## config.mk

```make
export PLATFORM = sky130hd
export DESIGN_NAME = locking_rr_arbiter_n
export DESIGN_NICKNAME = d
export VERILOG_FILES = /design/src/rtl/locking_rr_arbiter_n.sv
export SDC_FILE = /design/constraint.sdc
export NUM_CORES = 1
export LEC_CHECK = 0
export ABC_AREA = 1
export CAP_MARGIN = 5
export CELL_PAD_IN_SITES_DETAIL_PLACEMENT = 1
export CELL_PAD_IN_SITES_GLOBAL_PLACEMENT = 1
export CORE_UTILIZATION = 11
export DETAILED_ROUTE_END_ITERATION = 6
export PLACE_DENSITY = 0.84
export SLEW_MARGIN = 40
export SYNTH_ARGS = -nofsm -noshare
export SYNTH_HDL_FRONTEND = slang
export SYNTH_SLANG_ARGS = --single-unit
```

## constraint.sdc

```tcl
create_clock -name clk -period 1.6 [get_ports clk]
set_input_delay 0.24 -clock clk [delete_from_list [all_inputs] [get_ports clk]]
set_output_delay 0.24 -clock clk [all_outputs]
set_load 0.02 [all_outputs]
```

## src/rtl/locking_rr_arbiter_n.sv

```systemverilog
// Round-robin arbiter for N message ports. A beat flagged with in_lock pins
// the grant to its port until a BEATS-beat burst has fully transferred.
module locking_rr_arbiter_n #(
  parameter int N_IN   = 4,
  parameter int DATA_W = 64,
  parameter int BEATS  = 8
) (
  input  logic                      clk,
  input  logic                      reset,
  input  logic [N_IN-1:0]           in_valid,
  output logic [N_IN-1:0]           in_ready,
  input  logic [N_IN-1:0]           in_lock,
  input  logic [N_IN*DATA_W-1:0]    in_data,
  output logic                      out_valid,
  input  logic                      out_ready,
  output logic [DATA_W-1:0]         out_data,
  output logic [$clog2(N_IN)-1:0]   out_chosen,
  output logic                      out_locked
);

  localparam int CHOSEN_W = $clog2(N_IN);
  localparam int CNT_W    = $clog2(BEATS);

  localparam logic [0:0] IDLE   = 1'b0;
  localparam logic [0:0] LOCKED = 1'b1;

  localparam logic [CHOSEN_W-1:0] LAST_PORT  = CHOSEN_W'(N_IN - 1);
  localparam logic [CNT_W-1:0]    FINAL_BEAT = CNT_W'(BEATS - 1);

  logic [0:0]          state_reg, state_next;
  logic [CHOSEN_W-1:0] lock_owner_reg, lock_owner_next;
  logic [CNT_W-1:0]    beat_cnt_reg, beat_cnt_next;
  logic [CHOSEN_W-1:0] last_grant_reg, last_grant_next;

  logic [DATA_W-1:0]   port_data [N_IN];
  logic [CHOSEN_W-1:0] choice;
  logic [CHOSEN_W-1:0] upper_idx, lower_idx;
  logic                upper_hit, lower_hit;
  logic [CHOSEN_W-1:0] chosen;
  logic                sel_valid;
  logic [DATA_W-1:0]   sel_data;
  logic                fire;

  genvar gi;
  generate
    for (gi = 0; gi < N_IN; gi++) begin : g_unpack
      assign port_data[gi] = in_data[gi*DATA_W +: DATA_W];
    end
  endgenerate

  // Scan high-to-low so the last hit is the lowest index; the upper set
  // (ports above last_grant) takes priority over the wrap-around set.
  always_comb begin
    upper_hit = 1'b0;
    lower_hit = 1'b0;
    upper_idx = '0;
    lower_idx = '0;
    for (int i = N_IN - 1; i >= 0; i--) begin
      if (in_valid[i]) begin
        lower_hit = 1'b1;
        lower_idx = CHOSEN_W'(i);
        if (CHOSEN_W'(i) > last_grant_reg) begin
          upper_hit = 1'b1;
          upper_idx = CHOSEN_W'(i);
        end
      end
    end
    if (upper_hit) begin
      choice = upper_idx;
    end else if (lower_hit) begin
      choice = lower_idx;
    end else begin
      choice = LAST_PORT;
    end
  end

  assign chosen = (state_reg == LOCKED) ? lock_owner_reg : choice;

  always_comb begin
    sel_valid = 1'b0;
    sel_data  = '0;
    for (int i = 0; i < N_IN; i++) begin
      if (chosen == CHOSEN_W'(i)) begin
        sel_valid = in_valid[i];
        sel_data  = port_data[i];
      end
    end
  end

  assign out_valid  = sel_valid & ~reset;
  assign out_data   = sel_data;
  assign out_chosen = chosen;
  assign out_locked = (state_reg == LOCKED);
  assign fire       = out_valid & out_ready;

  generate
    for (gi = 0; gi < N_IN; gi++) begin : g_ready
      assign in_ready[gi] = out_ready & ~reset & (chosen == CHOSEN_W'(gi));
    end
  endgenerate

  always_comb begin
    state_next      = state_reg;
    lock_owner_next = lock_owner_reg;
    beat_cnt_next   = beat_cnt_reg;
    last_grant_next = last_grant_reg;
    if (fire) begin
      last_grant_next = chosen;
      case (state_reg)
        IDLE: begin
          if (in_lock[chosen]) begin
            state_next      = LOCKED;
            lock_owner_next = chosen;
            beat_cnt_next   = CNT_W'(1);
          end
        end
        default: begin
          // Every owner beat counts toward the burst; in_lock is ignored here.
          if (beat_cnt_reg == FINAL_BEAT) begin
            state_next    = IDLE;
            beat_cnt_next = '0;
          end else begin
            beat_cnt_next = beat_cnt_reg + CNT_W'(1);
          end
        end
      endcase
    end
  end

  always_ff @(posedge clk) begin
    if (reset) begin
      state_reg      <= IDLE;
      lock_owner_reg <= '0;
      beat_cnt_reg   <= '0;
      last_grant_reg <= LAST_PORT;
    end else begin
      state_reg      <= state_next;
      lock_owner_reg <= lock_owner_next;
      beat_cnt_reg   <= beat_cnt_next;
      last_grant_reg <= last_grant_next;
    end
  end

endmodule

```

==> impl_metrics.py <==
metrics = {
    "outcome": {
        "status": "complete, but fails checks",
        "violations": "negative setup slack",
    },
    "global_routing": {
        "grt_max_degree": 27,
        "grt_pass1_vias": 5105,
        "grt_antenna_before_repair": 1,
        "overflow": 0,
        "track_usage_pct": 18.3,
        "grt_pass1_wl_mm": 28.6,
    },
    "floorplanning": {
        "core_um2": 19600,
        "fp.dieW_um": 144,
        "boundaryPins": 339,
        "rows": 51,
        "die_h_um": 144,
        "die_area_um2": 20600,
        "initial_utilization_pct": 11.3,
    },
    "worst_setup_path": {
        "end_kind": "output port",
        "worstSetupPathType": "reg2out",
        "path_cells": "nor2_4, a21oi_4, buf_6, nand2_4, nand2_8, buf_12, nor2_4, buf_12, buf_12, buf_4, a221oi_4, o21ai_2, buf_6",
        "reg2reg_depth": 18,
        "crit_path_frequent_cell": "buf_12",
        "cp-start-kind": "flip-flop",
        "cp.arrival_ns": 2.12,
        "crit_slowest_cell": "dfxtp_2",
        "max_stage_delay_ns": 0.35,
        "required_ns": 1.36,
        "crit_fanout": 5,
    },
    "clock_tree": {
        "cts-root-buf": "clkbuf_16",
        "cts_tree": "done",
        "h-tree-depth": 1,
        "insertion_delay_ns": 0.23,
        "clk_pin_slew_ns": 0.04,
        "numCtsBuffers": 3,
        "hold_buffers": 0,
        "clock_sinks": 8,
        "clk_path_buf_depth": 2,
    },
    "route": {
        "post_drt_wl_per_cell_um": 19.6,
        "wirelength_mm": 21.9,
        "num_vias": 4970,
        "firstDrtPassIters": 4,
        "drc_errors": 0,
        "dr.first_iter.drc_count": 184,
        "ant_nets": 0,
        "viasPerCell": 4.44,
    },
    "sta": {
        "fin_crit_sh_pct": 148,
        "max_freq_mhz": 423,
        "hold_violations": 0,
        "worst_pin_slew_ns": 0.340,
        "period_needed_ns": 2.36,
        "rsz0062_at_grt": "yes",
        "setup_slack_ns": -0.763,
        "relSlewSlack_pct": 77.3,
        "slew_viol_final": 0,
        "finalSetupViolations": 79,
        "skew_ns": 0.000321,
    },
    "run": {
        "maxCapViolCount": 0,
    },
    "synth": {
        "avgSynthCellArea_um2": 5.14,
        "yosys_warnings": 0,
        "synth_area_um2": 2210,
        "ys_types": 29,
        "ys_seq_elements": 8,
        "synthesis.nets": 698,
        "ys_seq_area_share_pct": 7.26,
        "postSynthCellCount": 429,
    },
    "placement": {
        "dpl_worst_slack_ns": -1.29,
        "dp_hpwl_mm": 15.0,
        "place_congestion": 0.810,
        "port_buffers": 338,
    },
    "pwr": {
        "leakage_nw": 3.28,
        "p_int_w": 0.00403,
        "power_density_nw_per_um2": 908,
        "p_sw_w": 0.00326,
        "power_w": 0.00730,
        "p_seq_share_pct": 3.3,
        "ir_worst_vdd_v": 0.000516,
        "p_sw_share_pct": 44.7,
        "clockPowerShare_pct": 6.0,
        "p_comb_share_pct": 90.7,
    },
    "cells_and_area": {
        "multi_input_area_um2": 2440,
        "layout-drive-gt1-share_pct": 33.7,
        "nNetsFinal": 1124,
        "area_growth_syn_to_layout_pct": 264,
        "fillCellCount": 2328,
        "seqCellArea_um2": 169,
        "largest_reg_flops": 3,
    },
    "hold_path": {
        "hold_depth": 2,
        "hold_class": "reg2reg",
    },
}
[cells in the mapped netlist (all sizes together)]
| master | instances | area share (%) |
|---|---|---|
| inv | 13 | 2.3 |
| o21bai | 1 | 0.34 |
| ha | 2 | 1.1 |
| dfxtp | 8 | 7.3 |
| nor2 | 34 | 6.2 |
| clkbuf | 11 | 1.9 |
| nor3 | 2 | 0.45 |
| o21ai | 23 | 5.2 |
| nand2 | 186 | 33 |
| nand3 | 52 | 13 |
| or2 | 1 | 0.40 |
| a21boi | 1 | 0.85 |
| o211ai | 2 | 0.68 |
| buf | 22 | 5.2 |
| a221oi | 22 | 8.7 |
| a21oi | 6 | 1.9 |
| nand4 | 43 | 12 |
[layer usage]
layer,up-vias,track usage [%],part of all wire (%)
met4,0,4.59,1.6
li1,2353,-,-
met2,220,34.0,52
met3,25,3.13,6.7
met1,2372,21.5,40
met5,-,0,0
[stage by stage]
stage               area [um2]  hold slack [ns]  util [%]  setup TNS (ns)  instances
floorplan                 2610            0.299         -          -10.01        429
global placement          6620            0.447      33.8          -89.02       1054
detailed placement        6620            0.466      33.8          -90.49       1054
CTS                       7450            0.473      38.0          -47.57       1098
global route              8040            0.500      41.0          -55.74       1120
finish                    8040            0.475      41.0          -48.73       1120
[power groups by stage]
stage | Combinational [W] | Sequential [W] | Clock, W
after global placement | 0.00497 | 0.000236 | 0
after floorplan | 0.00242 | 0.000237 | 0
after global routing | 0.00697 | 0.000240 | 0.000459
after detailed placement | 0.00503 | 0.000238 | 0
after CTS | 0.00591 | 0.000237 | 0.000442
final | 0.00662 | 0.000238 | 0.000438
[timing repair]
item	CTS	global route
buffers inserted	33	16
cloned	7	8
gates resized for setup	436	72
pin swaps	22	28
setup endpoints to repair	80	79
[layout make-up]
class	count	share of cell area, %
diodes	1	0.0311
inverters	13	0.965
repair buffers	454	61.5
well taps	265	4.12
clock buffers	4	0.980
flip-flops and latches	8	2.10
multi-input cells	375	30.3
[worst max-delay path, delay by kind of cell, from the launching register on]
family	cells	cell delay, ns
AO/OA/AOI/OAI	3	0.50
buffers and inverters	6	0.79
flip-flops	1	0.35
AND/OR/NAND/NOR	4	0.25
[kinds of logic after synthesis]
family	after synthesis	share of synthesized area, %
buf+inv	46	9.36
simple gates	318	64.5
fa+ha+maj	2	1.13
compound gates	55	17.7
flops	8	7.26
[layout by cell type, fill, tap and decap left out, types with 4 or more instances in the layout]
master,Yosys,final
nor2_4,1,5
buf_4,0,65
buf_6,1,79
nand3_1,50,48
o21ai_2,0,22
a221oi_4,0,17
clkbuf_16,0,9
a221oi_2,0,5
nand2_1,179,161
buf_16,0,7
buf_12,0,23
nor2_1,32,26
dfxtp_1,8,5
dlygate4sd2_1,0,4
buf_8,0,6
inv_1,7,6
clkdlybuf4s50_1,0,262
nand4_1,43,43
nand2_2,6,19
[worst paths after layout]
path | start | endpoint | slack, ns
setup reg to reg | last_grant_reg[0] | lock_owner_reg[0] | -0.63
hold / removal | beat_cnt_reg[2] | beat_cnt_reg[2] | 0.47
setup / recovery | last_grant_reg[0] | out_data[14] | -0.76
hold reg to reg | beat_cnt_reg[2] | beat_cnt_reg[2] | 0.47
Note: power is estimated with default switching activity, not from simulation.
